[src/rtl/cp_remove.sv]
// rtl/cp_remove.sv - cyclic-prefix removal ahead of the FFT; optional long CP on symbol 0 via CP_LONG_EN
module cp_remove #(
    parameter int N            = 2048,
    parameter int CP_LEN       = 144,
    parameter int CP_EXTRA     = 16,
    parameter int SYM_PER_HALF = 7
) (
    input  logic        clk,
    input  logic        rst,
    input  logic [15:0] din,
    input  logic        valid_in,
    input  logic        sof_in,
    output logic [15:0] dout,
    output logic        valid_out,
    output logic        first_out,
    output logic        last_out,
    output logic [2:0]  sym_idx,
    output logic        sync_err
);

    localparam int              CW       = $clog2(N + CP_LEN + CP_EXTRA);
    localparam logic [CW-1:0]   CNT_LAST = CW'(N - 1);
    localparam logic [2:0]      SYM_LAST = 3'(SYM_PER_HALF - 1);

    typedef enum logic [1:0] {
        IDLE = 2'd0,
        SKIP = 2'd1,
        PASS = 2'd2
    } state_t;

    state_t          state_q;
    logic [CW-1:0]   cnt_q;
    logic [2:0]      sym_q;
    logic [15:0]     dout_q;
    logic            valid_q;
    logic            first_q;
    logic            last_q;
    logic [2:0]      sym_out_q;
    logic            err_q;

    logic [CW-1:0]   cp_last;
    logic            sof_expected;

    // Index of the final CP sample of the current symbol (long CP only on symbol 0)
    always_comb begin
`ifdef CP_LONG_EN
        cp_last = (sym_q == 3'd0) ? CW'(CP_LEN + CP_EXTRA - 1) : CW'(CP_LEN - 1);
`else
        cp_last = CW'(CP_LEN - 1);
`endif
        sof_expected = (state_q == SKIP) && (cnt_q == '0) && (sym_q == 3'd0);
    end

    // Symbol framing FSM with registered outputs; advances only on accepted samples
    always_ff @(posedge clk or negedge rst) begin
        if (!rst) begin
            state_q   <= IDLE;
            cnt_q     <= '0;
            sym_q     <= '0;
            dout_q    <= '0;
            valid_q   <= 1'b0;
            first_q   <= 1'b0;
            last_q    <= 1'b0;
            sym_out_q <= '0;
            err_q     <= 1'b0;
        end else begin
            valid_q <= 1'b0;
            first_q <= 1'b0;
            last_q  <= 1'b0;
            err_q   <= 1'b0;
            if (valid_in) begin
                if (sof_in) begin
                    // sof always (re)starts symbol 0; it is only an error away from its expected slot
                    err_q   <= (state_q != IDLE) && !sof_expected;
                    state_q <= SKIP;
                    cnt_q   <= CW'(1);
                    sym_q   <= '0;
                end else begin
                    unique case (state_q)
                        IDLE: begin
                            state_q <= IDLE;
                        end
                        SKIP: begin
                            if (cnt_q == cp_last) begin
                                state_q <= PASS;
                                cnt_q   <= '0;
                            end else begin
                                cnt_q <= cnt_q + CW'(1);
                            end
                        end
                        PASS: begin
                            dout_q    <= din;
                            valid_q   <= 1'b1;
                            first_q   <= (cnt_q == '0);
                            last_q    <= (cnt_q == CNT_LAST);
                            sym_out_q <= sym_q;
                            if (cnt_q == CNT_LAST) begin
                                state_q <= SKIP;
                                cnt_q   <= '0;
                                sym_q   <= (sym_q == SYM_LAST) ? 3'd0 : sym_q + 3'd1;
                            end else begin
                                cnt_q <= cnt_q + CW'(1);
                            end
                        end
                        default: begin
                            state_q <= IDLE;
                            cnt_q   <= '0;
                            sym_q   <= '0;
                        end
                    endcase
                end
            end
        end
    end

    assign dout      = dout_q;
    assign valid_out = valid_q;
    assign first_out = first_q;
    assign last_out  = last_q;
    assign sym_idx   = sym_out_q;
    assign sync_err  = err_q;

endmodule

[config.mk]
export PLATFORM = sky130hd
export DESIGN_NAME = cp_remove
export DESIGN_NICKNAME = d
export VERILOG_FILES = /design/src/rtl/cp_remove.sv
export SDC_FILE = /design/constraint.sdc
export NUM_CORES = 1
export LEC_CHECK = 0
export ABC_AREA = 1
export CAP_MARGIN = 25
export CORE_MARGIN = 2
export CORE_UTILIZATION = 28
export DETAILED_ROUTE_END_ITERATION = 12
export HOLD_SLACK_MARGIN = 0.15
export SYNTH_ARGS = -nofsm -noshare
export SYNTH_HDL_FRONTEND = slang
export SYNTH_SLANG_ARGS = --single-unit
export TNS_END_PERCENT = 100
[constraint.sdc]
create_clock -name clk -period 2.1 [get_ports clk]
set_input_delay 0.42 -clock clk [delete_from_list [all_inputs] [get_ports clk]]
set_output_delay 0.42 -clock clk [all_outputs]
set_load 0.005 [all_outputs]
### Yosys cells after proc, flatten, opt, wreduce, memory -nomap -nowiden

Cells that the tools add are included.

* register bits after elaboration: 40
* latch bits: 0
* bits in writable memories: 0
* memory bits (read-only): 0
* input port bits: 20
* word-level logic and storage cells: 57
* memories: 0

* $add $sub $neg: 2
* $mul: 0
* divide/modulo/power cells: 0
* magnitude comparators: 0
* equality and inequality tests: 9
* shift-type cells: 0
* multiplexer cells: 23
* bitwise operators: 1
* reductions and logical operators: 13

Operators with widths (count)
* $mux W12: 3
* $pmux W12 S3: 1
* $add A12 B1 Y12 const B: 1
* $eq A12 B11 Y1 const B: 1
* $eq A12 B8 Y1 const B: 1
* $logic_not A12 Y1: 1
* $mux W1: 11
* $mux W3: 3
* $reduce_and A3 Y1: 3
* $mux W2: 3
* $pmux W3 S2: 1
* $pmux W2 S2: 1
* $add A3 B1 Y3 const B: 1
* $eq A3 B3 Y1 const B: 1
* $logic_and A1 B1 Y1: 3
* $logic_not A3 Y1: 1
* $ne A3 B2 Y1 const B: 1
* $ne A3 B3 Y1 const B: 1
* $eq A2 B1 Y1 const B: 1
* $eq A2 B2 Y1 const B: 1
* $logic_not A2 Y1: 1
* $ne A2 B1 Y1 const B: 1
* $ne A2 B2 Y1 const B: 1
* $reduce_and A2 Y1: 1
* other kinds (4): 4

### Depth between registers and ports, before layout

Gate-level depths: netlist (run 1).

* word-level depth: 7
* gate-level depth with buffers: 9
* gate-level depth less buffers: 9

### Worst setup path before layout (run 1)

OpenSTA, ideal clock, no wires.

* path kind: reg-to-reg
* start: register state_q[0]
* end: register cnt_q[5]
* arrival: 1.315 ns
* data required time: 1.976 ns
* setup slack: 0.660 ns
* stages on the path, launching flop included: 10
* path buffers: 0
* clock period less this slack: 1.440 ns
* cell sequence: dfrtp_1 > inv_1 > ha_1 > nor2_4 > inv_2 > nand2_2 > nand2_1 > or2_0 > nand2_1 > a21oi_1

* longest elaborated chain between the ends: 3

Ends and longest elaborated chain
* from (decl): RTL line 31 `state_t state_q;`
* from (signal assigned): RTL line 57 `state_q <= IDLE;`
* from (signal assigned): RTL line 75 `state_q <= SKIP;`
* from (signal assigned): RTL line 81 `state_q <= IDLE;`
* $eq A2 B2 Y1, or another cell as far along: RTL line 79 `unique case (state_q)`
* $pmux W12 S3 / $ne A2 B2 Y1 (equally long branches)
* $mux W12 / $reduce_and A2 Y1 (equally long branches)
* to (signal assigned): RTL line 88 `cnt_q <= cnt_q + CW'(1);`
* to (signal assigned): RTL line 102 `cnt_q <= cnt_q + CW'(1);`
* to (decl): RTL line 32 `logic [CW-1:0] cnt_q;`

Parallel ways exist; a longest one is shown, timed or not.
A chain may end at the register's enable or synchronous reset.

### Final worst setup path (run 1)

* start: register cnt_q[0]
* end: register cnt_q[7]

* longest elaborated chain between the ends: 4

Ends and longest elaborated chain
* $add A12 B1 Y12, or another cell as far along: RTL line 88, 102
* $mux W12 (on tied branches): RTL line 97, 84
* $pmux W12 S3 (*): RTL line 79
* $mux W12 (*): RTL line 72 `if (sof_in) begin`

Every way passes the cells marked *; elsewhere a longest branch is shown, timed or not.

==> flow_summary.json, run 1 <==
{
  "cts_tree": "yes",
  "fp.dieW_um": 90.2,
  "finalClockSkew_ns": 0.00464,
  "setup_viol": 0,
  "nNetsFinal": 358,
  "crit_fanout": 7,
  "cap_violations": 0,
  "arrival_ns": 1.92,
  "synth_top_area_cell": "dfrtp_1",
  "period_share_pct": 82.9,
  "syn_inst": 281,
  "holdCritPathClass": "in -> async",
  "hpwl_mm": 3.71,
  "htree_num_levels": 2,
  "clkLatencyLatePin_ns": 0.29,
  "gp_congestion": 0.862,
  "min_period_ns": 1.74,
  "reg2reg_slack_ns": 0.36,
  "ys.flop_type": "dfrtp_1",
  "drcViolationCount": 0,
  "die_y_um": 90.2,
  "ys_ff_latch": 40,
  "synth_top_area_share_pct": 48.1,
  "diodes": 0,
  "synth_edf_count": 0,
  "grt_usage_pct": 12.6,
  "stdcell_count": 432,
  "clk_root_buffer_cell": "clkbuf_8",
  "final_hold_viol_count": 0,
  "grt_pass1_wl_mm": 8.34,
  "clk_pin_slew_worst_paths_ns": 0.08,
  "placed_cells": 424,
  "synthArstFlopShare_pct": 100,
  "cts.path.max_buffers": 2,
  "synth_fp_nets": 307,
  "setup_tns_ns": 0,
  "synth_area_leaders": "dfrtp_1 48%, nand2_1 20%, inv_1 5.2%",
  "drtIter0Drc": 143,
  "ys_warn_count": 0,
  "critPathRequiredTime_ns": 2.28,
  "antenna_left": 0,
  "rows": 31,
  "final_max_slew_viol_count": 0,
  "ys_types": 22,
  "vdd_drop_max_mv": 0.487,
  "vias": 1899,
  "grt_overflow": 0,
  "post_cts_buffers": 0,
  "synth_seq_area_share_pct": 48.1,
  "core_area_um2": 7210,
  "crit_path_start_kind": "register",
  "wire_per_inst_um": 11.5,
  "synth_common_cells": "112 x nand2_1, 40 x dfrtp_1, 29 x inv_1",
  "tightestPinTransition_ns": 0.525,
  "areaGrowthSynthToFinish_pct": 32.6,
  "cts.hold.buffers_added": 0,
  "r2r-start": "cnt_q[0]",
  "status": "finished, final reports clean",
  "syn_avg_cell_area_um2": 7.40,
  "drive_above_1_share_pct": 7.81,
  "path_class": "reg -> reg",
  "regArea_um2": 1000,
  "antenna_found_initial": 0,
  "pin_count": 43,
  "wirelength_mm": 4.97,
  "max_freq_ghz": 0.575,
  "rsz0062_at_grt": "no",
  "synth_area_um2": 2080,
  "grt_max_degree": 41,
  "multi_input_area_um2": 935,
  "reg2reg_depth": 8,
  "slew_headroom_pct": 65.0,
  "initial_core_util_pct": 28.8,
  "rr_endpoint": "cnt_q[7]",
  "first_pass_iters": 4,
  "cts.sinks": 40,
  "critPathCaptureType": "register",
  "fill_cells": 773,
  "cts_made_buffers": 5,
  "postCtsResizedCells": 0,
  "die_area_um2": 8140,
  "portBuffers": 42,
  "power.density_nw_per_um2": 1020,
  "grt_pass1_vias": 1722,
  "via_per_inst": 4.40,
  "p_leak_nw": 1.33,
  "yosysMostFrequentCell": "nand2_1"
}
==> cells by family after synthesis <==
group,after synthesis,synth area share (%)
DFF,40,48.1
buffers and inverters,37,6.97
xor gates and xnor gates,3,1.26
and+or+nand+nor,177,35.7
adders and majority gates,6,3.61
AOI/OAI and AO/OA,18,4.33
==> placed cells by master (no fill, tap or decap), types with 2 or more instances in the layout <==
master	count
nand2_1	112
clkdlybuf4s50_1	41
dfrtp_1	40
inv_1	29
nor2_1	25
nand3_1	21
a21oi_1	10
nand4_1	6
ha_1	6
buf_4	6
o21ai_0	5
clkbuf_8	5
nor3_1	4
inv_2	4
nand2_2	3
o21ai_1	3
xor2_1	3
nor2_2	2
==> registers in the layout, indices dropped and copies added (netlist names) <==
register,count
sync_err,1
first_out,1
state_q,2
sym_q,3
sym_idx,3
last_out,1
dout,16
cnt_q,12
valid_out,1
==> power by group <==
group | total [mW] | internal, mW | switching [mW]
Combinational | 1.06 | 0.550 | 0.511
Clock | 0.650 | 0.358 | 0.292
Sequential | 1.11 | 0.986 | 0.126
Total | 2.82 | 1.89 | 0.929
==> stage by stage <==
step                      setup slack (ns)  power (mW)  instance area [um^2]  hold WS [ns]  util, %
after floorplan                      0.660        1.62                  2080         0.124        -
after global placement               0.201        2.19                  2640         0.462     36.6
after detailed placement             0.162        2.19                  2640         0.464     36.6
after CTS                            0.373        2.86                  2760         0.206     38.2
after global routing                 0.217        3.03                  2760         0.230     38.2
final                                0.360        2.82                  2760         0.170     38.2
==> layout make-up <==
cell class	count	share of cell area, %
inverters	33	4.49
clock buffers	5	2.49
well taps	99	4.49
repair buffers	48	16.7
multi-input cells	204	33.9
clock inverters	3	1.68
flip-flops and latches	40	36.3
==> worst max-delay path, cell delays in order, from the launching register on <==
cell	delay [ns]
dfrtp_1	0.39
ha_1	0.26
nand2_1	0.12
nor2_2	0.23
nand2_1	0.14
nand2_1	0.12
nand2_1	0.09
nand2_2	0.17
a21oi_1	0.09
==> routing by layer <==
layer	track usage, %	routed length [um]	share of wire, %	vias up
met2	19.9	2320	47	30
met4	3.85	41	0.82	0
li1	-	-	-	978
met1	17.6	2460	49	889
met3	2.10	155	3.1	2
met5	0	0	0	-
==> worst max-delay path by stage <==
| stage | start | endpoint | slack (ns) |
|---|---|---|---|
| 2_1_floorplan | state_q[0] | cnt_q[5] | 0.66 |
| 3_3_place_gp | valid_in | cnt_q[8] | 0.20 |
| 3_5_place_dp | valid_in | cnt_q[8] | 0.16 |
| 4_1_cts | cnt_q[0] | cnt_q[8] | 0.37 |
| 5_1_grt | state_q[0] | dout[15] | 0.22 |
| 6_report | cnt_q[0] | cnt_q[7] | 0.36 |
Note: power is estimated with default switching activity, not from simulation.
==> inputs of run 2 (changes only) <==
==> constraint.sdc (replaced) <==
create_clock -name clk -period 1.5 [get_ports clk]
set_input_delay 0.3 -clock clk [delete_from_list [all_inputs] [get_ports clk]]
set_output_delay 0.3 -clock clk [all_outputs]
set_load 0.005 [all_outputs]
==> run 2 against run 1 <==
  * Non-clock buffer count rose by 21
  * Routed wire length up 3.0%
  * Die area stayed put
  * Count of clock-buffer cells in the layout unchanged
  * Sequential cell count stayed put
  * Core utilization is 3.3 points higher
  * Register-to-register slack got worse by 0.30 ns
  * Clock power increased by 6.3%
  * Worst setup slack lost 0.31 ns
  * Sequential share of layout area shrank 2.8 points
  * Largest power group is now combinational logic
  * Highest routed layer unchanged
==> flow_summary.json, run 2 (same netlist as run 1, synthesis figures left out) <==
{
  "areaGrowthSynthToFinish_pct": 44.0,
  "grt_usage_pct": 12.9,
  "grt_pass1_wl_mm": 8.58,
  "grt_overflow": 0,
  "met2_usage_pct": 19.9,
  "crit_fanout": 2,
  "drcViolationCount": 0,
  "cts.sinks": 40,
  "dp_worst_setup_slack_ns": -0.286,
  "vias": 1960,
  "die_y_um": 90.2,
  "critPathCaptureType": "output port",
  "cts_tree": "yes",
  "reg2reg_slack_ns": 0.06,
  "antenna_left": 0,
  "min_period_ns": 1.45,
  "tightestPinTransition_ns": 0.398,
  "arrival_ns": 1.15,
  "clk_root_buffer_cell": "clkbuf_8",
  "mostFrequentLayoutCells": "104 x nand2_1, 38 x dfrtp_1, 38 x clkdlybuf4s50_1",
  "drive_above_1_share_pct": 19.3,
  "finalClockSkew_ns": 0.00469,
  "worstHoldStart": "valid_in",
  "crit_path_max_incr_delay_ns": 0.51,
  "period_share_pct": 97.0,
  "nNetsFinal": 379,
  "crit_family": "buffers and inverters",
  "final_max_slew_viol_count": 0,
  "holdCritPathClass": "in -> reg",
  "first_pass_iters": 4,
  "total_power_mw": 4.01,
  "status": "finished, final reports clean",
  "crit_path_start_kind": "register",
  "met1_usage_pct": 17.3,
  "slew_headroom_pct": 73.5,
  "die_area_um2": 8140,
  "hpwl_mm": 3.86,
  "setup_ws_ns": 0.0453,
  "rsz0062_at_grt": "yes",
  "fill_cells": 742,
  "hold_slack_ns": 0.417,
  "whs_path_depth": 3,
  "largest_register_ffs": 16,
  "vdd_drop_max_mv": 0.476,
  "max_freq_ghz": 0.687,
  "grt_pass1_vias": 1869,
  "gp_congestion": 0.855,
  "path_class": "reg -> out",
  "rows": 31,
  "clkLatencyLatePin_ns": 0.30,
  "rr_endpoint": "cnt_q[8]",
  "diodes": 0,
  "pin_count": 43,
  "clk_pin_slew_worst_paths_ns": 0.08,
  "setup_viol": 0,
  "p_leak_nw": 1.48,
  "via_per_inst": 4.34,
  "path_cells": "clkdlybuf4s50_1",
  "crit_slowest_cell": "clkdlybuf4s50_1",
  "grt.busiest_layer": "met2",
  "initial_core_util_pct": 28.8,
  "r2r-start": "state_q[1]",
  "drtIter0Drc": 100,
  "cts.path.max_buffers": 2,
  "grt_util_met3_pct": 2.77,
  "core_area_um2": 7210,
  "critPathRequiredTime_ns": 1.20,
  "critPathBufInv": 1,
  "antenna_found_initial": 0,
  "fp.dieW_um": 90.2,
  "reg2reg_depth": 10,
  "grt_max_degree": 26,
  "cap_violations": 0,
  "final_hold_viol_count": 0,
  "worst_hold_path.endpoint": "state_q[1]",
  "portBuffers": 42,
  "cts_made_buffers": 5,
  "wirelength_mm": 5.12,
  "wire_per_inst_um": 11.3,
  "htree_num_levels": 2,
  "layout_commonest_cell": "nand2_1",
  "power.density_nw_per_um2": 1340
}
[run 2: cell types whose count changed in the layout (fill, tap and decap cells not counted), moves of 4 or more]
| cell | delta |
|---|---|
| buf_4 | +17 |
| nor2_1 | -4 |
| nand2_2 | +7 |
| nand2_1 | -8 |
[run 2: how the worst max path moves through the flow]
| stage | startpoint | end | slack (ns) | cells past startpoint |
|---|---|---|---|---|
| floorplan | state_q[0] | cnt_q[5] | 0.06 | 9 |
| global placement | valid_in | cnt_q[5] | -0.24 | 9 |
| detailed placement | valid_in | cnt_q[8] | -0.29 | 10 |
| CTS | sym_idx[0] | sym_idx[0] | 0.006 | 1 |
| global route | cnt_q[0] | sync_err | -0.04 | 8 |
| finish | sym_idx[2] | sym_idx[2] | 0.05 | 1 |
[run 2: layout make-up]
| type | count | area [um^2] | share of cell area (%) |
|---|---|---|---|
| multi-input cells | 204 | 1000 | 33.5 |
| flip-flops and latches | 40 | 1000 | 33.5 |
| repair buffers | 69 | 657 | 21.9 |
| inverters | 33 | 126 | 4.22 |
| well taps | 99 | 124 | 4.13 |
| clock buffers | 5 | 68.8 | 2.30 |
| clock inverters | 2 | 12.5 | 0.418 |
[run 2: where the power goes]
group	internal, mW	switching [mW]
logic	0.953	0.819
registers	1.38	0.166
clock network	0.315	0.376
[run 2: tightest hold or removal path: cells and delay by family]
kind | cells | cell delay (ns)
simple gates | 2 | 0.18
buf+inv | 1 | 0.20
[run 2: layer usage]
metal  wire length (um)  vias to the layer above
met2               2330                       34
met4                 86                        0
met3                162                        7
met1               2550                      905
li1                   -                     1014
met5                  0                        -
[run 2: repair_timing]
action                                 4_1_cts  5_1_grt
cloned                                       0        0
setup endpoints to repair                    7       41
buffers inserted                             0        3
hold buffers                                 1        0
pin swaps                                    0        6
gates resized for setup                      1       32
endpoints found under the hold margin       15        0
[run 2: metrics by stage]
stage | utilization, % | instance area, um^2 | std cells | TNS (ns)
final | 41.5 | 3000 | 452 | 0
after global routing | 41.5 | 3000 | 452 | -0.0839
after global placement | 38.8 | 2800 | 441 | -4.47
after floorplan | - | 2080 | 281 | 0
after detailed placement | 38.8 | 2800 | 441 | -5.18
after CTS | 40.1 | 2890 | 449 | 0
